$ cat src/rtl/hook_pkg.sv
// Shared constants and state encoding for the hook controller and its neighbours.
package hook_pkg;

  typedef enum logic [1:0] {
    ST_IDLE     = 2'd0,
    ST_EXTEND   = 2'd1,
    ST_RETRACT  = 2'd2,
    ST_COOLDOWN = 2'd3
  } hook_state_e;

  localparam logic [8:0] DEF_HOOK_BASE   = 9'd43;
  localparam logic [8:0] DEF_HOOK_MAX    = 9'd255;
  localparam logic [3:0] DEF_HOOK_V      = 4'd6;
  localparam logic [5:0] DEF_COOL_FRAMES = 6'd30;

  // Right screen edge, also used by poro_pos.
  localparam logic [8:0] SCREEN_X_MAX    = 9'd319;

endpackage

$ cat src/rtl/hook_if.sv
// Game-side signal bundle of the hook controller: frame/key/hold/poro in, hook status out.
interface hook_if;

  logic       frame;
  logic       fire;
  logic       hold;
  logic [8:0] poro_x;
  logic       grab_success;
  logic [8:0] hook_x;
  logic       busy;
  logic [7:0] grab_count;

  modport master (
    output frame, fire, hold, poro_x,
    input  grab_success, hook_x, busy, grab_count
  );

  modport slave (
    input  frame, fire, hold, poro_x,
    output grab_success, hook_x, busy, grab_count
  );

endinterface

$ cat src/rtl/rise_detect.sv
// Registered rising-edge detector for synchronous key inputs.
// The first sample after reset only primes the history, so a key held through reset never fires.
module rise_detect (
    input  logic clk,
    input  logic resetn,
    input  logic d_i,
    output logic rise_o
);

    logic d_q;
    logic armed_q;

    // NOTE: sequential state uses non-blocking assignments so every flop samples pre-edge values.
    always_ff @(posedge clk or negedge resetn) begin
        if (!resetn) begin
            d_q     <= 1'b0;
            armed_q <= 1'b0;
        end else begin
            d_q     <= d_i;
            armed_q <= 1'b1;
        end
    end

    assign rise_o = armed_q & d_i & ~d_q;

endmodule

$ cat src/rtl/hook_ctrl.sv
// Hook shot controller: extends the tip each frame, grabs the poro on contact,
// retracts to the rest position and then locks out further shots for a cooldown period.
module hook_ctrl
    import hook_pkg::*;
#(
    parameter logic [8:0] HOOK_BASE   = DEF_HOOK_BASE,
    parameter logic [8:0] HOOK_MAX    = DEF_HOOK_MAX,
    parameter logic [3:0] HOOK_V      = DEF_HOOK_V,
    parameter logic [5:0] COOL_FRAMES = DEF_COOL_FRAMES
) (
    input  logic      clk,
    input  logic      resetn,
    hook_if.slave     bus
);

    hook_state_e state_q;
    logic [8:0]  hook_x_q;
    logic [5:0]  cool_q;
    logic        grab_success_q;
    logic [7:0]  grab_count_q;

    logic        fire_rise;
    logic [9:0]  ext_sum;
    logic [8:0]  ext_nxt;
    logic [9:0]  ret_floor;
    logic [8:0]  ret_nxt;
    logic        hit;

    rise_detect u_fire_rise (
        .clk    (clk),
        .resetn (resetn),
        .d_i    (bus.fire),
        .rise_o (fire_rise)
    );

    // Clamps are evaluated 10 bits wide so neither direction can wrap.
    assign ext_sum   = {1'b0, hook_x_q} + {6'd0, HOOK_V};
    assign ext_nxt   = (ext_sum > {1'b0, HOOK_MAX}) ? HOOK_MAX : ext_sum[8:0];
    assign ret_floor = {1'b0, HOOK_BASE} + {6'd0, HOOK_V};
    assign ret_nxt   = ({1'b0, hook_x_q} >= ret_floor) ? (hook_x_q - {5'd0, HOOK_V}) : HOOK_BASE;
    assign hit       = (ext_nxt >= bus.poro_x) && (bus.poro_x >= HOOK_BASE);

    always_ff @(posedge clk or negedge resetn) begin
        if (!resetn) begin
            state_q        <= ST_IDLE;
            hook_x_q       <= HOOK_BASE;
            cool_q         <= 6'd0;
            grab_success_q <= 1'b0;
            grab_count_q   <= 8'd0;
        end else begin
            grab_success_q <= 1'b0;
            if (bus.hold) begin
                state_q  <= ST_IDLE;
                hook_x_q <= HOOK_BASE;
                cool_q   <= 6'd0;
            end else begin
                unique case (state_q)
                    ST_IDLE: begin
                        if (fire_rise) state_q <= ST_EXTEND;
                    end
                    ST_EXTEND: begin
                        if (bus.frame) begin
                            hook_x_q <= ext_nxt;
                            // A hit on the last reachable pixel still counts as a hit.
                            if (hit) begin
                                grab_success_q <= 1'b1;
                                if (grab_count_q != 8'hFF) grab_count_q <= grab_count_q + 8'd1;
                                state_q <= ST_RETRACT;
                            end else if (ext_nxt == HOOK_MAX) begin
                                state_q <= ST_RETRACT;
                            end
                        end
                    end
                    ST_RETRACT: begin
                        if (bus.frame) begin
                            hook_x_q <= ret_nxt;
                            if (ret_nxt == HOOK_BASE) begin
                                cool_q  <= COOL_FRAMES;
                                state_q <= ST_COOLDOWN;
                            end
                        end
                    end
                    ST_COOLDOWN: begin
                        if (bus.frame) begin
                            if (cool_q <= 6'd1) begin
                                cool_q  <= 6'd0;
                                state_q <= ST_IDLE;
                            end else begin
                                cool_q <= cool_q - 6'd1;
                            end
                        end
                    end
                    default: state_q <= ST_IDLE;
                endcase
            end
        end
    end

    assign bus.grab_success = grab_success_q;
    assign bus.hook_x       = hook_x_q;
    assign bus.busy         = (state_q != ST_IDLE);
    assign bus.grab_count   = grab_count_q;

endmodule

$ cat src/flat_wrapper.sv
// flat-port wrapper written by rule: the top's interface ports become plain ports
module hook_ctrl_flat import hook_pkg::*;
#(
    parameter logic [8:0] HOOK_BASE   = DEF_HOOK_BASE,
    parameter logic [8:0] HOOK_MAX    = DEF_HOOK_MAX,
    parameter logic [3:0] HOOK_V      = DEF_HOOK_V,
    parameter logic [5:0] COOL_FRAMES = DEF_COOL_FRAMES
)
  (clk, resetn, bus_frame, bus_fire, bus_hold, bus_poro_x, bus_grab_success, bus_hook_x, bus_busy, bus_grab_count);
  hook_if bus_i ();
  input  logic clk;
  input  logic resetn;
  input wire logic [$bits(bus_i.frame)-1:0] bus_frame;
  input wire logic [$bits(bus_i.fire)-1:0] bus_fire;
  input wire logic [$bits(bus_i.hold)-1:0] bus_hold;
  input wire logic [$bits(bus_i.poro_x)-1:0] bus_poro_x;
  output wire logic [$bits(bus_i.grab_success)-1:0] bus_grab_success;
  output wire logic [$bits(bus_i.hook_x)-1:0] bus_hook_x;
  output wire logic [$bits(bus_i.busy)-1:0] bus_busy;
  output wire logic [$bits(bus_i.grab_count)-1:0] bus_grab_count;
  assign bus_i.frame = bus_frame;
  assign bus_i.fire = bus_fire;
  assign bus_i.hold = bus_hold;
  assign bus_i.poro_x = bus_poro_x;
  assign bus_grab_success = bus_i.grab_success;
  assign bus_hook_x = bus_i.hook_x;
  assign bus_busy = bus_i.busy;
  assign bus_grab_count = bus_i.grab_count;
  hook_ctrl #(.HOOK_BASE(HOOK_BASE), .HOOK_MAX(HOOK_MAX), .HOOK_V(HOOK_V), .COOL_FRAMES(COOL_FRAMES)) u_core (.clk(clk), .resetn(resetn), .bus(bus_i));
endmodule
$ cat config.mk
export PLATFORM = sky130hd
export DESIGN_NAME = hook_ctrl_flat
export DESIGN_NICKNAME = d
export VERILOG_FILES = /design/src/rtl/hook_pkg.sv /design/src/rtl/hook_if.sv /design/src/rtl/rise_detect.sv /design/src/rtl/hook_ctrl.sv /design/src/flat_wrapper.sv
export SDC_FILE = /design/constraint.sdc
export NUM_CORES = 1
export LEC_CHECK = 0
export CORE_ASPECT_RATIO = 1.75
export CORE_UTILIZATION = 45
export CTS_BUF_LIST = sky130_fd_sc_hd__clkbuf_16
export DETAILED_ROUTE_END_ITERATION = 7
export GPL_ROUTABILITY_DRIVEN = 0
export PLACE_DENSITY = 0.8
export SYNTH_ARGS = -nofsm -noshare
export SYNTH_HDL_FRONTEND = slang
export SYNTH_HIERARCHICAL = 1
export SYNTH_SLANG_ARGS = --single-unit
$ cat constraint.sdc
create_clock -name clk -period 9.31 [get_ports clk]
set_input_delay 0.931 -clock clk [delete_from_list [all_inputs] [get_ports clk]]
set_output_delay 0.931 -clock clk [all_outputs]
set_load 0.03 [all_outputs]
==> results of run 1 <==
stage by stage:
stage | total power [mW] | std cells | setup WS, ps
after floorplan | 0.493 | 267 | 5670
final | 0.736 | 348 | 5400
after CTS | 0.733 | 348 | 5440
after global placement | 0.595 | 344 | 5540
after detailed placement | 0.602 | 344 | 5460
after global routing | 0.794 | 348 | 5170
registers in the layout (all words and copies together), names as in the netlist:
name	flops
u_core/bus.grab_count	8
u_core/bus.grab_success	1
u_core/bus.hook_x	9
u_core/cool_q	6
u_core/state_q	2
u_core/u_fire_rise/armed_q	1
u_core/u_fire_rise/d_q	1
cells in the final DEF (no fill, tap or decap), types with 3 or more instances in the layout:
cell and n:
nor2_1 18, o211ai_1 4, dfrtp_1 24, or2_2 3, a21o_1 3, ha_1 19
a22o_1 3, nand4_1 4, nor3b_1 4, nand2_1 21, nor3_1 12, clkdlybuf4s50_1 32
inv_1 22, and3_1 6, dfstp_2 4, o21ai_1 4, o31ai_1 4, a221oi_1 3
nor2b_1 3, nand3_1 7, xnor2_1 9, xor2_1 3, o22ai_1 3, nand2b_1 5
a21oi_1 12, o21ai_0 14, clkbuf_16 3, o21a_1 3, nand4b_1 3
kinds of logic (layout without fill, tap and decap cells):
family	after synthesis	in the layout	synth area share, %
muxes	4	4	2.07
buffers and inverters	32	59	5.68
other	2	2	0.328
and+or+nand+nor	99	99	24.0
DFF	28	28	30.8
AOI/OAI and AO/OA	71	71	22.2
xor gates and xnor gates	12	12	4.59
adders and majority gates	19	19	10.4
power by group through the flow:
stage / Sequential (mW) / Combinational, mW / Clock [mW]
2_1_floorplan: 0.215 / 0.279 / 0
3_3_place_gp: 0.213 / 0.383 / 0
3_5_place_dp: 0.215 / 0.387 / 0
4_1_cts: 0.214 / 0.389 / 0.130
5_1_grt: 0.223 / 0.436 / 0.136
6_report: 0.214 / 0.395 / 0.127
worst max-delay path, cell delays in order (launching register included):
cell      delay (ps)
dfstp_2          660
inv_1            110
ha_1             290
and4b_1          350
and3_1           210
a21oi_1           80
or2_2            330
ha_1             320
a211oi_1         260
o211ai_1         120
a21oi_1          260
o211ai_1         210
o21ba_2          260
a221oi_1         330
cell type report:
type	instances	area, µm²
clock buffer	3	75.1
clock inverter	1	30.0
fill	464	2190
inverter	22	82.6
multi-input combinational	207	1460
sequential	28	706
tap	54	67.6
timing repair buffer	33	328
layer usage:
metal  wire length [µm]  up-vias
li1                   -     1025
met1               2300     1020
met2               2870       50
met3                153        8
met4                125        0
met5                  0        -
final timing paths:
| path | to | start | cells after the start |
|---|---|---|---|
| setup / recovery | u_core/state_q[0] | u_core/bus.hook_x[1] | 13 |
| hold / removal | u_core/bus.grab_count[5] | u_core/bus.grab_count[5] | 1 |
| setup reg to reg | u_core/state_q[0] | u_core/bus.hook_x[1] | 13 |
| hold reg to reg | u_core/bus.grab_count[5] | u_core/bus.grab_count[5] | 1 |
| max in group asynchronous | u_core/bus.hook_x[5] | resetn | 2 |
| min in group asynchronous | u_core/bus.hook_x[2] | resetn | 2 |
==> flow_metrics.py, run 1 <==
metrics = {
    "clock_network": {
        "insertion_delay_ps": 260,
        "cts.repair.resized": 0,
        "ctsHoldBuffers": 0,
        "h-tree-depth": 1,
        "cts_setup_buffers": 0,
        "tritoncts": "built",
        "cts_buffers": 3,
        "cts_root_buffer": "clkbuf_16",
        "clkTransAtPathRegs_ps": 70,
        "cts.path.max_buffers": 2,
        "numClockSinks": 28,
    },
    "critical_path": {
        "worstPathArrival_ps": 4040,
        "path_class": "reg -> reg",
        "endpoint_kind": "flip-flop",
        "startpoint_type": "flip-flop",
        "regToRegSetupSlack_ps": 5400,
        "required_ps": 9450,
        "critPathMaxFanout": 11,
    },
    "yosys": {
        "synth_top_area_share_pct": 26.2,
        "ys_top_cells_by_count": "dfrtp_1, inv_1, nand2_1",
        "async_flop_share_pct": 100,
        "syn_area_per_cell_um2": 8.59,
        "synth_edf_count": 0,
        "yosysMostFrequentCell": "dfrtp_1",
        "syn-instance-count": 267,
        "ys_types": 61,
        "synth_ff_type": "dfrtp_1",
        "syn_area_mm2": 0.00229,
        "synth_fp_nets": 300,
        "yosysSeqAreaShare_pct": 30.8,
        "synthTopCellsByArea": "dfrtp_1, ha_1, dfstp_2",
        "yosysTopAreaCell": "dfrtp_1",
        "synth_warnings": 6,
        "synth-seq-cells": 28,
    },
    "min_path": {
        "hold_class": "reg -> reg",
    },
    "placed_design": {
        "postPlaceCellArea_mm2": 0.00264,
        "port_buffers": 32,
        "place_hpwl_um": 4150,
    },
    "timing": {
        "rsz0062_at_grt": "false",
        "worst_pin_slew_ps": 795,
        "final_hold_viol_count": 0,
        "setup_violations": 0,
        "max_slew_margin_pct": 47.0,
        "fmax_ghz": 0.256,
        "fin_crit_sh_pct": 42.0,
        "period_needed_ps": 3910,
        "hold_ws_ps": 511,
        "maxSlewViolCount": 0,
        "finClkSkew_ps": 3.61,
        "setup_tns_ps": 0,
    },
    "pwr": {
        "pwr-share-seq_pct": 29.1,
        "switching_share_pct": 45.1,
        "leakage_nw": 1.18,
        "ir_drop_v": 0.000155,
        "p_clk_share_pct": 17.2,
        "intPower_mw": 0.404,
        "power_density_mw_per_mm2": 268,
        "comb_power_share_pct": 53.6,
        "switching_power_mw": 0.332,
    },
    "final_layout": {
        "final_nets": 328,
        "postLayoutCoreUtil_pct": 55.6,
        "num_antenna_cells": 0,
        "final_area_mm2": 0.00275,
        "drive_above_1_share_pct": 8.50,
        "syn2layout_area_growth_pct": 19.8,
    },
    "floorplan": {
        "rows": 34,
        "core_mm2": 0.00493,
        "die_x_um": 56.0,
        "die_h_um": 96.4,
        "start_util_pct": 46.5,
        "die_area_mm2": 0.00539,
        "boundaryPins": 33,
    },
    "detailed_routing": {
        "ant_nets": 0,
        "drc_errors": 0,
        "viasPerCell": 6.04,
        "avgRoutedWirePerCell_um": 15.7,
        "wl_um": 5460,
        "drt_iter0_markers": 61,
        "dr.pass1.iters": 4,
        "via_count": 2103,
    },
    "global_routing": {
        "antenna_found_initial": 0,
        "grtUsageMet1_pct": 25.4,
        "overflow": 0,
        "top_usage_layer": "met2",
        "grtUsageMet3_pct": 1.86,
        "grt_util_all_layers_pct": 21.5,
        "grt_pass1_wl_um": 9290,
        "grt_max_degree": 29,
        "grt_pass1_vias": 2023,
        "use_met2_pct": 40.4,
    },
    "job": {
        "maxCapViolations": 0,
    },
    "run_status": {
        "outcome": "finished, final reports clean",
    },
}
No activity file was read; power rests on OpenSTA's default activity.
==> run 2: changes to the inputs <==
- PLACE_DENSITY: 0.8 -> 0.83
- clock period: 9.31 -> 3.17 ns (I/O delays scaled with it)
==> run 2 against run 1 <==
Effect of this change:
- the flow now finishes with violations (setup timing)
- worst setup slack worse by 5400 ps
- wire length up 9.7%
- clock power up 130%
- total power rose to 3.2 times the previous value
- sequential share of layout area down 1.9 points
- largest cell class unchanged
- first-iteration DRC count up 80%
- critical endpoint is now u_core/state_q[1]
- worst hold slack worse by 85 ps
- sequential power rose to 2.5 times the previous value
- combinational power rose to 3.9 times the previous value
- non-clock buffer count up 21
- utilization up 4.4 points
- sequential cell count unchanged
==> flow_metrics.py, run 2 (same netlist as run 1, synthesis figures left out) <==
metrics = {
    "global_routing": {
        "grt_pass1_vias": 2092,
        "grt_pass1_wl_um": 9650,
        "grt_max_degree": 29,
        "grt_util_all_layers_pct": 22.7,
        "antenna_found_initial": 0,
        "overflow": 0,
    },
    "floorplan": {
        "core_mm2": 0.00493,
        "rows": 34,
        "die_h_um": 96.4,
        "start_util_pct": 46.5,
        "die_area_mm2": 0.00539,
        "boundaryPins": 33,
        "die_x_um": 56.0,
    },
    "critical_path": {
        "crit_top_cell": "o211ai_1",
        "ff2ff_path_depth": 14,
        "slowest_stage": "dfstp_2",
        "endpoint_kind": "flip-flop",
        "crit_path_end": "u_core/state_q[1]",
        "crit_chain": "inv_4, ha_4, and4b_1, and3_4, a21oi_2, or2_4, ha_4, nand3_2, o211ai_1, a21oi_4, o211ai_1, buf_4, o21a_1, o211ai_1",
        "critPathMaxFanout": 4,
        "crit_start": "u_core/bus.hook_x[1]",
        "regToRegSetupSlack_ps": -20,
        "path_class": "reg -> reg",
        "worstPathArrival_ps": 3330,
        "max_stage_delay_ps": 590,
        "r2r_start": "u_core/bus.hook_x[1]",
        "worstReg2RegEnd": "u_core/state_q[1]",
        "startpoint_type": "flip-flop",
        "required_ps": 3310,
    },
    "job": {
        "maxCapViolations": 0,
    },
    "pwr": {
        "pwr-share-seq_pct": 22.8,
        "power_density_mw_per_mm2": 795,
        "ir_drop_v": 0.000599,
        "leakage_nw": 1.27,
        "switching_share_pct": 45.6,
        "comb_power_share_pct": 64.9,
        "p_clk_share_pct": 12.4,
        "finalPower_mw": 2.35,
        "intPower_mw": 1.28,
        "switching_power_mw": 1.07,
    },
    "timing": {
        "max_slew_margin_pct": 41.3,
        "finalWorstSetupSlack_ps": -19.4,
        "final_hold_viol_count": 0,
        "maxSlewViolCount": 0,
        "setup_tns_ps": -37.9,
        "fmax_ghz": 0.314,
        "worst_pin_slew_ps": 858,
        "fin_crit_sh_pct": 101,
        "rsz0062_at_grt": "true",
        "setup_violations": 2,
        "finClkSkew_ps": 2.93,
        "period_needed_ps": 3190,
    },
    "clock_network": {
        "ctsHoldBuffers": 0,
        "numClockSinks": 28,
        "h-tree-depth": 1,
        "clkTransAtPathRegs_ps": 70,
        "cts_buffers": 3,
        "cts.path.max_buffers": 2,
        "cts_root_buffer": "clkbuf_16",
        "tritoncts": "built",
        "insertion_delay_ps": 260,
    },
    "final_layout": {
        "fin_cells": 369,
        "num_antenna_cells": 0,
        "mostFrequentLayoutCell": "clkdlybuf4s50_1",
        "layout_common_cells": "clkdlybuf4s50_1, dfrtp_1, nand2_1",
        "final_nets": 349,
        "drive_above_1_share_pct": 17.8,
        "largest_register_ffs": 9,
        "syn2layout_area_growth_pct": 29.2,
    },
    "detailed_routing": {
        "ant_nets": 0,
        "viasPerCell": 6.04,
        "drt_iter0_markers": 110,
        "dr.pass1.iters": 4,
        "via_count": 2227,
        "drc_errors": 0,
        "avgRoutedWirePerCell_um": 16.2,
        "wl_um": 5990,
    },
    "placed_design": {
        "dp_cells": 358,
        "port_buffers": 32,
        "dp_slack_ps": -8.63,
        "place_hpwl_um": 4430,
    },
    "min_path": {
        "hold_class": "in -> async",
    },
    "run_status": {
        "outcome": "finished, violations left",
        "violations": "setup timing",
    },
}
==> run 2: cell types whose count changed in the layout (fill, tap and decap cells not counted), moves of 2 or more <==
cell / change
ha_1: -2
inv_1: -2
ha_4: +2
buf_4: +19
a21oi_1: -2
buf_6: +2
==> run 2: timing repair <==
item / CTS / global route
endpoints found under the setup margin: 1 / 4
buffers inserted: 2 / 5
pin swaps: 1 / 7
resized for setup: 0 / 8
endpoints found under the hold margin: 0 / 0
==> run 2: layout make-up <==
| type | count | area, µm² |
|---|---|---|
| clock buffers | 3 | 75.1 |
| clock inverters | 1 | 3.75 |
| fillers | 427 | 1970 |
| inverters | 22 | 85.1 |
| multi-input cells | 207 | 1530 |
| flip-flops and latches | 28 | 706 |
| well taps | 54 | 67.6 |
| repair buffers | 54 | 493 |
==> run 2: how the worst min path moves through the flow <==
stage                             start                       end  slack [ps]
2_1_floorplan                    resetn  u_core/bus.grab_count[0]          20
3_3_place_gp   u_core/bus.grab_count[5]  u_core/bus.grab_count[5]         490
3_5_place_dp   u_core/bus.grab_count[5]  u_core/bus.grab_count[5]         500
4_1_cts                          resetn  u_core/bus.grab_count[4]         450
5_1_grt                          resetn      u_core/bus.hook_x[7]         480
6_report                         resetn   u_core/bus.grab_success         430
==> run 2: metal layers <==
| metal | vias to the layer above | routed length (µm) | track usage [%] |
|---|---|---|---|
| met3 | 23 | 216 | 1.73 |
| met4 | 0 | 306 | 14.4 |
| met1 | 1057 | 2300 | 25.5 |
| met2 | 76 | 3160 | 41.6 |
| met5 | - | 0 | 0 |
| li1 | 1071 | - | - |
==> run 2: worst max-delay path: cells and delay by family (launching register included) <==
kind                     cells  cell delay, ps
AO/OA/AOI/OAI                6             970
buffers and inverters        2             240
flip-flops                   1             590
AND/OR/NAND/NOR              4             820
adder cells (fa/ha/maj)      2             450
==> run 2: stage by stage <==
step           hold WS (ps)  cell area, µm²  utilization, %
2_1_floorplan          21.4            2350               -
3_3_place_gp            487            2800            56.7
3_5_place_dp            499            2800            56.7
4_1_cts                 447            2890            58.6
5_1_grt                 483            2960            60.0
6_report                426            2960            60.0
==> run 2: power groups by stage <==
stage	Sequential, mW	Combinational [mW]	Clock, mW
after floorplan	0.631	0.888	0
after global placement	0.539	1.38	0
after detailed placement	0.545	1.40	0
after CTS	0.535	1.44	0.298
after global routing	0.549	1.66	0.310
final	0.537	1.53	0.291
